===== src/rtl/pc_sequencer_if.sv =====
// pc_sequencer_if: link between the PC sequencer and the hardware
// return-address stack that sits downstream of it.
//   push       sequencer -> stack  write strobe, captured at the next edge
//   pop        sequencer -> stack  read/discard strobe, captured at the next edge
//   push_data  sequencer -> stack  word to store when push is high
//   stack_top  stack -> sequencer  current top-of-stack word, valid while depth>0
// Modports: master = sequencer side, slave = stack side.
interface pc_sequencer_if #(
  parameter int WIDTH = 10
);
  logic             push;
  logic             pop;
  logic [WIDTH-1:0] push_data;
  logic [WIDTH-1:0] stack_top;

  modport master (
    output push,
    output pop,
    output push_data,
    input  stack_top
  );

  modport slave (
    input  push,
    input  pop,
    input  push_data,
    output stack_top
  );
endinterface


===== src/rtl/pc_sequencer.sv =====
// pc_sequencer: program-counter sequencing stage of the 8-bit CPU.
// Holds the PC and picks the next address from the decoded control strobes,
// the zero flag and one level-sensitive interrupt request. It drives the
// return-address stack through the stk interface and tracks the stack
// occupancy itself, so overflow and underflow are caught before the stack
// is written or read out of range.
// Ports:
//   clk, reset           clock, asynchronous active-high reset
//   jump, jz, jnz        unconditional / zero / not-zero jump to target
//   call, ret, reti      subroutine call, return, return-from-interrupt
//   ei, di               interrupt enable / disable
//   irq                  interrupt request (synchronous to clk)
//   zero                 ALU zero flag
//   target               jump/call destination
//   pc                   current program counter (registered)
//   irq_ack              high in the cycle an interrupt is taken
//   in_isr               high while the interrupt handler runs (registered)
//   depth                stack occupancy 0..DEPTH (registered)
//   ovf, unf             sticky overflow / underflow flags
//   stk                  push/pop/push_data out, stack_top in
module pc_sequencer #(
  parameter int               WIDTH  = 10,
  parameter int               DEPTH  = 8,
  parameter logic [WIDTH-1:0] VECTOR = WIDTH'(10'h3F0)
) (
  input  logic             clk,
  input  logic             reset,
  input  logic             jump,
  input  logic             jz,
  input  logic             jnz,
  input  logic             call,
  input  logic             ret,
  input  logic             reti,
  input  logic             ei,
  input  logic             di,
  input  logic             irq,
  input  logic             zero,
  input  logic [WIDTH-1:0] target,
  output logic [WIDTH-1:0] pc,
  output logic             irq_ack,
  output logic             in_isr,
  output logic [3:0]       depth,
  output logic             ovf,
  output logic             unf,
  pc_sequencer_if.master   stk
);

  localparam logic [3:0] DEPTH_MAX = 4'(DEPTH);

  typedef enum logic [1:0] {
    MASKED  = 2'd0,
    ENABLED = 2'd1,
    IN_ISR  = 2'd2
  } irq_state_t;

  irq_state_t       state_reg, state_next;
  logic [WIDTH-1:0] pc_reg, pc_next, pc_inc;
  logic [3:0]       depth_reg, depth_next;
  logic             in_isr_reg;
  logic             ovf_reg, unf_reg;

  logic stack_full, stack_empty;
  logic take_irq, do_ret, do_call, do_branch;
  logic push_en, pop_en;

  // Decode in strict priority order: interrupt entry, ret/reti, call, then
  // any taken jump. Each lower level is masked by everything above it, so
  // exactly one of them (or plain increment) steers the PC.
  always_comb begin
    pc_inc      = pc_reg + WIDTH'(1);
    stack_full  = (depth_reg == DEPTH_MAX);
    stack_empty = (depth_reg == 4'd0);

    // A full stack defers the interrupt rather than flagging it: irq is a
    // level, so it is taken as soon as a slot frees up.
    take_irq  = !reset && (state_reg == ENABLED) && irq && !stack_full;
    do_ret    = !reset && !take_irq && (ret || reti);
    do_call   = !reset && !take_irq && !do_ret && call;
    do_branch = !reset && !take_irq && !do_ret && !do_call &&
                (jump || (jz && zero) || (jnz && !zero));

    push_en = take_irq || (do_call && !stack_full);
    pop_en  = do_ret && !stack_empty;

    // Interrupt entry saves the current PC (the interrupted instruction is
    // discarded and re-executes after reti); a call saves the next one.
    if (take_irq) begin
      pc_next = VECTOR;
    end else if (do_ret) begin
      pc_next = stack_empty ? pc_inc : stk.stack_top;
    end else if (do_call || do_branch) begin
      pc_next = target;
    end else begin
      pc_next = pc_inc;
    end

    depth_next = depth_reg;
    if (push_en) begin
      depth_next = depth_reg + 4'd1;
    end else if (pop_en) begin
      depth_next = depth_reg - 4'd1;
    end

    // ei/di are ignored inside the handler; reti leaves it even when the
    // stack underflowed.
    state_next = state_reg;
    if (take_irq) begin
      state_next = IN_ISR;
    end else begin
      case (state_reg)
        MASKED:  if (ei)   state_next = ENABLED;
        ENABLED: if (di)   state_next = MASKED;
        IN_ISR:  if (reti) state_next = ENABLED;
        default:           state_next = MASKED;
      endcase
    end
  end

  always_ff @(posedge clk or posedge reset) begin
    if (reset) begin
      state_reg  <= MASKED;
      in_isr_reg <= 1'b0;
      pc_reg     <= '0;
      depth_reg  <= 4'd0;
      ovf_reg    <= 1'b0;
      unf_reg    <= 1'b0;
    end else begin
      state_reg  <= state_next;
      in_isr_reg <= (state_next == IN_ISR);
      pc_reg     <= pc_next;
      depth_reg  <= depth_next;
      ovf_reg    <= ovf_reg || (do_call && stack_full);
      unf_reg    <= unf_reg || (do_ret && stack_empty);
    end
  end

  assign stk.push      = push_en;
  assign stk.pop       = pop_en;
  assign stk.push_data = take_irq ? pc_reg : pc_inc;

  assign pc      = pc_reg;
  assign irq_ack = take_irq;
  assign in_isr  = in_isr_reg;
  assign depth   = depth_reg;
  assign ovf     = ovf_reg;
  assign unf     = unf_reg;

endmodule


===== src/flat_wrapper.sv =====
// flat-port wrapper written by rule: the top's interface ports become plain ports
module pc_sequencer_flat 
#(
  parameter int               WIDTH  = 10,
  parameter int               DEPTH  = 8,
  parameter logic [WIDTH-1:0] VECTOR = WIDTH'(10'h3F0)
)
  (clk, reset, jump, jz, jnz, call, ret, reti, ei, di, irq, zero, target, pc, irq_ack, in_isr, depth, ovf, unf, stk_push, stk_pop, stk_push_data, stk_stack_top);
  pc_sequencer_if #(.WIDTH(WIDTH)) stk_i ();
  input  logic clk;
  input  logic reset;
  input  logic jump;
  input  logic jz;
  input  logic jnz;
  input  logic call;
  input  logic ret;
  input  logic reti;
  input  logic ei;
  input  logic di;
  input  logic irq;
  input  logic zero;
  input  logic [WIDTH-1:0] target;
  output logic [WIDTH-1:0] pc;
  output logic irq_ack;
  output logic in_isr;
  output logic [3:0] depth;
  output logic ovf;
  output logic unf;
  output wire logic [$bits(stk_i.push)-1:0] stk_push;
  output wire logic [$bits(stk_i.pop)-1:0] stk_pop;
  output wire logic [$bits(stk_i.push_data)-1:0] stk_push_data;
  input wire logic [$bits(stk_i.stack_top)-1:0] stk_stack_top;
  assign stk_push = stk_i.push;
  assign stk_pop = stk_i.pop;
  assign stk_push_data = stk_i.push_data;
  assign stk_i.stack_top = stk_stack_top;
  pc_sequencer #(.WIDTH(WIDTH), .DEPTH(DEPTH), .VECTOR(VECTOR)) u_core (.clk(clk), .reset(reset), .jump(jump), .jz(jz), .jnz(jnz), .call(call), .ret(ret), .reti(reti), .ei(ei), .di(di), .irq(irq), .zero(zero), .target(target), .pc(pc), .irq_ack(irq_ack), .in_isr(in_isr), .depth(depth), .ovf(ovf), .unf(unf), .stk(stk_i));
endmodule

===== config.mk =====
export PLATFORM = sky130hd
export DESIGN_NAME = pc_sequencer_flat
export DESIGN_NICKNAME = d
export VERILOG_FILES = /design/src/rtl/pc_sequencer_if.sv /design/src/rtl/pc_sequencer.sv /design/src/flat_wrapper.sv
export SDC_FILE = /design/constraint.sdc
export NUM_CORES = 1
export LEC_CHECK = 0
export CAP_MARGIN = 10
export CELL_PAD_IN_SITES_DETAIL_PLACEMENT = 1
export CELL_PAD_IN_SITES_GLOBAL_PLACEMENT = 2
export CORE_UTILIZATION = 25
export DETAILED_ROUTE_END_ITERATION = 10
export PLACE_DENSITY = 0.95
export SKIP_LAST_GASP = 1
export SLEW_MARGIN = 20
export SYNTH_ARGS = -nofsm -noshare
export SYNTH_HDL_FRONTEND = slang
export SYNTH_SLANG_ARGS = --single-unit

===== constraint.sdc =====
create_clock -name clk -period 4.4 [get_ports clk]
set_clock_uncertainty 0.2 [all_clocks]
set_input_delay 1.32 -clock clk [delete_from_list [all_inputs] [get_ports clk]]
set_output_delay 1.32 -clock clk [all_outputs]
set_load 0.005 [all_outputs]

==> flow_metrics.tcl, run 1 <==
set metrics [dict create \
    rsz0062_at_grt "yes" \
    root_buffer "clkbuf_8" \
    hpwlAfterDp_mm 3.616 \
    max-cap-violations 0 \
    synth_cell_types 45 \
    syn_nets 194 \
    drv_slew 0 \
    drc_errors 0 \
    yosysWarnings 0 \
    diodes 0 \
    grt_pass1_vias 1601 \
    clock-sinks 19 \
    ys_seq_area_share_pct 34.02 \
    status "completed" \
    start_util_pct 26.68 \
    fp.dieW_um 76.77 \
    numCtsBuffers 3 \
    syn_to_final_growth_pct 62.31 \
    die_h_um 76.77 \
    via_count 1509 \
    p_leak_nw 0.9920 \
    cts.path.max_buffers 2 \
    tritoncts "done" \
    nFillCells 631 \
    cp-end-kind "output pin" \
    final_cells 308 \
    slowest_stage "clkdlybuf4s50_1" \
    critPathKind "in2out" \
    grt_max_degree 13 \
    setup_viol 0 \
    ant_nets 0 \
    syn_area_um2 1398 \
    fin_tns_setup_ns 0 \
    stdcell_area_um2 2268 \
    cp-start-kind "input pin" \
    clk_pin_slew_worst_paths_ns 0.07 \
    port_buffers 61 \
    synth_enable_flop_cells 0 \
    whs_ns 0.2689 \
    clkLatencyLatePin_ns 0.26 \
    cp_max_fo 11 \
    post_drt_wl_per_cell_um 15.11 \
    die_area_um2 5894 \
    ys.flop_type "dfrtp_1" \
    pre_cts_ws_ns -0.2973 \
    worst_hold_path_type "reg2reg" \
    path_delay_family "buffers and inverters" \
    max_stage_delay_ns 0.50 \
    worstPathArrival_ns 2.85 \
    power.density_nw_per_um2 503.7 \
    fin_crit_ns 4.370 \
    num-nets-final 273 \
    tightest_slew_ns 0.5320 \
    placed_area_um2 2166 \
    routed_wl_mm 4.654 \
    syn_avg_cell_area_um2 8.735 \
    postSynth.asyncResetShare_pct 100.0 \
    crit_buf_inv 4 \
    placed_cells 301 \
    crit_chain "clkdlybuf4s50_1 > and4bb_2 > nand2_4 > inv_6 > buf_12 > clkdlybuf4s50_1" \
    post_drt_via_cell_ratio 4.899 \
    ys_ff_latch 19 \
    htreeDepth 1 \
    antenna_found_initial 0 \
    gp_congestion 0.7795 \
    fmax_mhz 228.8 \
    cp.required_ns 2.88 \
    largest_register_ffs 10 \
    maxSlewHeadroom_pct 64.40 \
    io_pins 62 \
    period_share_pct 99.33 \
    hold_viol_final 0 \
    globalRouteTotalUtil_pct 16.65 \
    grt-ovfl-total 0 \
    cpMostUsedCell "clkdlybuf4s50_1" \
    synth_cells 160 \
    drt_iter0_markers 65 \
    coreArea_um2 5238 \
    grt_pass1_wl_mm 7.831 \
    drt_first_pass_iters 4 \
    layout-drive-gt1-share_pct 14.71 \
    rows 26 \
    irDropWorstVdd_uv 228.0 \
    fin_ws_ns 0.02950 \
]
==> synthesized netlist by cell type (3+ instances only) <==
master | n | area [um2]
a31oi_1 | 4 | 25.02
a21oi_1 | 10 | 50.05
dfrtp_1 | 19 | 475.5
or3_1 | 3 | 18.77
inv_1 | 5 | 18.77
o221ai_1 | 4 | 35.03
and3_1 | 4 | 25.02
nand3_1 | 5 | 25.02
nand2_1 | 17 | 63.81
mux2i_1 | 4 | 40.04
o21ai_0 | 6 | 30.03
xnor2_1 | 8 | 70.07
nor2_1 | 18 | 67.56
xor2_1 | 11 | 96.34
==> metal layers <==
| metal | up-vias | wire, um | global-route usage [%] |
|---|---|---|---|
| met5 | - | 0 | 0 |
| li1 | 742 | - | - |
| met2 | 44 | 2390 | 29.46 |
| met1 | 716 | 2063 | 21.63 |
| met4 | 0 | 53 | 3.462 |
| met3 | 7 | 147 | 1.786 |
==> repair_timing <==
action                                 CTS  global route
hold buffers                             0             0
setup endpoints to repair               13             3
gates cloned                             0             0
gates resized for setup                 22             6
endpoints found under the hold margin    0             0
setup buffers                            2             2
pin swaps                                3             1
==> cell type report <==
cell class,count,area (um2),area share [%]
inverters,6,27.53,1.213
clock buffers,4,45.04,1.986
well taps,70,87.58,3.861
multi-input cells,130,879.6,38.78
repair buffers,79,753.2,33.20
flip-flops and latches,19,475.5,20.96
==> worst reg2reg max path: stages (launching register included) <==
cell	delay [ns]
dfrtp_1	0.43
and4bb_2	0.37
buf_4	0.13
a21oi_2	0.03
or2_4	0.24
buf_4	0.15
nor2_1	0.08
a21oi_1	0.05
ha_1	0.21
or4_1	0.46
o211ai_1	0.10
==> layout by cell type, fill, tap and decap left out, drive strengths merged, types with 6 or more instances in the layout <==
cell,Yosys,final
dfrtp,19,19
xnor2,8,8
a21oi,10,10
dlygate4sd2,0,12
clkdlybuf4s50,0,47
nand2,19,19
xor2,11,11
nand3,6,6
buf,3,18
nor2,18,18
inv,6,6
o21ai,6,6
==> where the power goes <==
part	switching, mW	total [mW]	leakage (nW)	internal, mW
logic	0.267	0.650	0.738	0.383
clock network	0.0610	0.126	0.0228	0.0645
registers	0.123	0.367	0.231	0.244
total	0.451	1.14	0.992	0.691
==> worst paths after layout <==
kind | startpoint | endpoint | slack [ns] | cells past startpoint
max in group asynchronous | reset | u_core.ovf | 2.35 | 4
worst min register to register | u_core.unf | u_core.unf | 0.27 | 1
worst max-delay path | irq | irq_ack | 0.03 | 6
min in group asynchronous | reset | u_core.pc[5] | 1.14 | 3
worst max register to register | u_core.state_reg[1] | u_core.depth[2] | 1.86 | 10
worst min-delay path | u_core.unf | u_core.unf | 0.27 | 1
==> stage by stage <==
step | utilization (%) | power, mW
floorplan | - | 0.6706
global placement | 41.35 | 1.017
detailed placement | 41.35 | 1.039
CTS | 42.81 | 1.143
global route | 43.31 | 1.243
finish | 43.31 | 1.143
==> cells by family after synthesis <==
| logic type | share of synthesized area, % |
|---|---|
| flops | 34.02 |
| buf+inv | 4.655 |
| simple gates | 24.62 |
| mux | 3.671 |
| compound gates | 19.34 |
| fa+ha+maj | 1.790 |
| xor+xnor | 11.91 |
Note: power is estimated with default switching activity, not from simulation.
==> run 2: changes to the inputs <==
CORE_MARGIN = 2   (was unset)
==> flow_metrics.tcl, run 2 (same netlist as run 1, synthesis figures left out) <==
set metrics [dict create \
    status "completed" \
    power_switching_mw 0.4558 \
    via_count 1501 \
    setup_viol 0 \
    die_h_um 78.77 \
    tritoncts "done" \
    hold_viol_final 0 \
    final_cell_mix "clkdlybuf4s50_1 (46), buf_4 (22), dfrtp_1 (19), nand2_1 (17), nor2_1 (14)" \
    critPathKind "in2out" \
    nFillCells 631 \
    routed_wl_mm 4.848 \
    p_clk_share_pct 10.8 \
    grt-ovfl-total 0 \
    drc_errors 0 \
    placed_cells 304 \
    coreArea_um2 5439 \
    largest_register_ffs 10 \
    post_drt_wl_per_cell_um 15.34 \
    final_common_cell "clkdlybuf4s50_1" \
    period_share_pct 99.36 \
    clk_pin_slew_worst_paths_ns 0.07 \
    fmax_mhz 228.7 \
    clkLatencyLatePin_ns 0.26 \
    gp_congestion 0.8191 \
    worstPathArrival_ns 2.85 \
    clock-sinks 19 \
    fin_crit_ns 4.372 \
    layout-drive-gt1-share_pct 19.67 \
    swShare_pct 39.53 \
    seqPwrFrac_pct 31.6 \
    drt_iter0_markers 35 \
    cp_max_fo 2 \
    drv_slew 0 \
    cp.required_ns 2.88 \
    numCtsBuffers 3 \
    root_buffer "clkbuf_8" \
    diodes 0 \
    antenna_found_initial 0 \
    cts.path.max_buffers 2 \
    p_leak_nw 1.039 \
    hpwlAfterDp_mm 3.643 \
    rsz0062_at_grt "yes" \
    htreeDepth 1 \
    worst_hold_path_type "reg2reg" \
    max-cap-violations 0 \
    start_util_pct 25.70 \
    die_area_um2 6205 \
    final_cells 316 \
    whs_path_depth 1 \
    port_buffers 61 \
    num-nets-final 279 \
    rows 27 \
    io_pins 62 \
    r2r_cells 11 \
    tightest_slew_ns 0.5274 \
    irDropWorstVdd_uv 246.5 \
    globalRouteTotalUtil_pct 16.47 \
    cp-start-kind "input pin" \
    syn_to_final_growth_pct 65.35 \
    drt_first_pass_iters 4 \
    p_int_mw 0.6971 \
    grt_pass1_wl_mm 7.962 \
    power.density_nw_per_um2 498.9 \
    ant_nets 0 \
    grt_pass1_vias 1648 \
    post_drt_via_cell_ratio 4.750 \
    maxSlewHeadroom_pct 64.71 \
    fp.dieW_um 78.77 \
    comb_power_share_pct 57.6 \
    grt_max_degree 15 \
    power_mw 1.153 \
    cp-end-kind "output pin" \
]
-- run 2: cell types whose count changed in the layout (fill, tap and decap cells not counted), moves of 2 or more --
cell,delta
buf_2,+2
buf_4,+7
buf_6,-2
clkbuf_2,+3
dlygate4sd2_1,-5
dlymetal6s2s_1,+2
nor2_1,-2
nor2_2,+2
-- run 2: power groups by stage --
stage               sequential, mW  combinational [mW]  clock [mW]
floorplan                    0.335               0.336           0
global placement             0.362               0.653           0
detailed placement           0.370               0.673           0
CTS                          0.366               0.670       0.127
global route                 0.385               0.730       0.134
finish                       0.364               0.664       0.125
-- run 2: timing repair --
action / 4_1_cts / 5_1_grt
endpoints found under the setup margin: 13 / 8
setup buffers: 7 / 1
resized for setup: 24 / 15
pin swaps: 2 / 0
hold buffers: 0 / 0
-- run 2: metrics by stage --
step	hold WS (ns)	setup TNS (ns)	utilization [%]	setup WS (ns)	instance area, um2
finish	0.2712	0	42.49	0.02835	2311
global route	0.3160	-0.04729	42.49	-0.04729	2311
CTS	0.2779	-0.2009	42.28	-0.08509	2300
detailed placement	0.2605	-2.845	40.00	-0.3079	2176
global placement	0.2533	-2.562	40.00	-0.2766	2176
floorplan	0.2590	0	-	0.5935	1398
-- run 2: path summary, 6_finish.rpt --
check | start | to | slack, ns
min reg2reg | u_core.unf | u_core.unf | 0.27
max reg2reg | u_core.state_reg[1] | u_core.depth[2] | 1.78
min | u_core.unf | u_core.unf | 0.27
max | ret | stk_pop | 0.03
max in group asynchronous | reset | u_core.in_isr | 2.37
min in group asynchronous | reset | u_core.ovf | 1.13
-- run 2: worst max-delay path: stages --
cell and delay (ns):
clkdlybuf4s50_1 0.53, buf_4 0.14, o21bai_1 0.10, nor2_2 0.17, nand2_4 0.07, inv_1 0.05, clkdlybuf4s50_1 0.48
-- run 2: layer usage --
metal	global-route usage, %	vias up	wire length (um)
met2	29.66	36	2501
met3	1.932	4	174
li1	-	747	-
met1	20.57	714	2145
met4	4.912	0	28
met5	0	-	0
-- run 2: cell type report --
class / count / area (um2) / area share [%]
tap: 72 / 90.09 / 3.898
multi-input combinational: 130 / 890.9 / 38.55
timing repair buffer: 85 / 784.5 / 33.95
clock buffer: 4 / 45.04 / 1.949
inverter: 6 / 25.02 / 1.083
sequential: 19 / 475.5 / 20.57
==> run 3: changes to the inputs <==
CORE_MARGIN = unset   (was 2)
SKIP_LAST_GASP = unset   (was 1)
==> flow_metrics.tcl, run 3 (same netlist as run 1, synthesis figures left out) <==
set metrics [dict create \
    clkLatencyLatePin_ns 0.26 \
    placed_area_um2 2166 \
    period_share_pct 98.53 \
    cp.required_ns 2.88 \
    final_common_cell "clkdlybuf4s50_1" \
    numCtsBuffers 3 \
    p_leak_nw 1.000 \
    coreArea_um2 5238 \
    grt-ovfl-total 0 \
    globalRouteTotalUtil_pct 16.65 \
    area.sequential_um2 475.5 \
    postLayoutCoreUtil_pct 43.33 \
    crit_chain "clkdlybuf4s50_1 > and4bb_2 > nand2_4 > buf_6 > nand2_4 > inv_1 > clkdlybuf4s50_1" \
    fin_tns_setup_ns 0 \
    hold_start "u_core.unf" \
    cp_max_fo 10 \
    tightest_slew_ns 0.5474 \
    power.density_nw_per_um2 502.0 \
    diodes 0 \
    ant_nets 0 \
    max_stage_delay_ns 0.49 \
    stdcell_area_um2 2270 \
    rows 26 \
    drv_slew 0 \
    die_h_um 76.77 \
    clk_pin_slew_worst_paths_ns 0.07 \
    critPathKind "in2out" \
    die_area_um2 5894 \
    worstPathArrival_ns 2.82 \
    grt_pass1_vias 1601 \
    post_drt_wl_per_cell_um 14.96 \
    fp.dieW_um 76.77 \
    grt_pass1_wl_mm 7.831 \
    cp-start-kind "input pin" \
    cp-end-kind "output pin" \
    tritoncts "done" \
    syn_to_final_growth_pct 62.40 \
    maxSlewHeadroom_pct 63.37 \
    post_drt_via_cell_ratio 4.845 \
    hpwlAfterDp_mm 3.616 \
    final_cells 309 \
    final_cell_mix "clkdlybuf4s50_1 (46), dfrtp_1 (19), nand2_1 (17), nor2_1 (16), buf_4 (15)" \
    cts.path.max_buffers 2 \
    power_mw 1.139 \
    via_count 1497 \
    largest_register_ffs 10 \
    port_buffers 61 \
    max-cap-violations 0 \
    drc_errors 0 \
    gp_congestion 0.7795 \
    clock-sinks 19 \
    layout-drive-gt1-share_pct 15.06 \
    htreeDepth 1 \
    status "completed" \
    slowest_stage "clkdlybuf4s50_1" \
    hold_viol_final 0 \
    multiInputGateArea_um2 879.6 \
    root_buffer "clkbuf_8" \
    setup_viol 0 \
    fmax_mhz 230.7 \
    r2r-start "u_core.state_reg[1]" \
    worst_hold_path_type "reg2reg" \
    fin_crit_ns 4.335 \
    start_util_pct 26.68 \
    drt_first_pass_iters 4 \
    nFillCells 631 \
    num-nets-final 274 \
    placed_cells 301 \
    routed_wl_mm 4.624 \
    drt_iter0_markers 61 \
    critPathLaunch "irq" \
    irDropWorstVdd_uv 219.9 \
    antenna_found_initial 0 \
    io_pins 62 \
    grt_max_degree 13 \
]
## run 3: path summary, 6_finish.rpt
| kind | end | slack, ns | depth (start not counted) |
|---|---|---|---|
| max | stk_pop | 0.06 | 7 |
| min | u_core.unf | 0.27 | 1 |
| max reg2reg | u_core.depth[2] | 1.85 | 10 |
| min reg2reg | u_core.unf | 0.27 | 1 |
| max in group asynchronous | u_core.ovf | 2.35 | 4 |
| min in group asynchronous | u_core.pc[5] | 1.14 | 3 |
## run 3: where the power goes
group / internal [mW] / leakage (nW) / switching (mW)
registers: 0.244 / 0.231 / 0.122
logic: 0.382 / 0.747 / 0.266
clock network: 0.0645 / 0.0228 / 0.0614
## run 3: layout make-up
type                       count  area share [%]
timing repair buffer          80           33.24
tap                           70           3.859
inverter                       6           1.213
clock buffer                   4           1.985
sequential                    19           20.95
multi-input combinational    130           38.75
## run 3: layer usage
metal  part of all wire [%]  vias up  global-route usage (%)
li1                       -      743                       -
met3                    3.0        4                   1.786
met1                     45      708                   21.63
met5                      0        -                       0
met4                   0.69        0                   3.462
met2                     52       42                   29.46
## run 3: what timing repair did
item                                    CTS  global route
gates resized for setup                  24             4
endpoints found under the hold margin     0             0
pin swaps                                 3             1
hold buffers                              0             0
endpoints found under the setup margin   13             2
buffers inserted                          2             2
cloned                                    0             0
## run 3: stage by stage
step           setup WS, ns  hold WS (ns)
2_1_floorplan        0.5935        0.2590
3_3_place_gp        -0.2551        0.2545
3_5_place_dp        -0.2973        0.2566
4_1_cts            0.006738        0.2744
5_1_grt            -0.01194        0.2938
6_report            0.06464        0.2686
## run 3: critical path: cells and delay by family
kind / cells / cell delay [ns]
buf+inv: 4 / 1.09
simple gates: 3 / 0.41
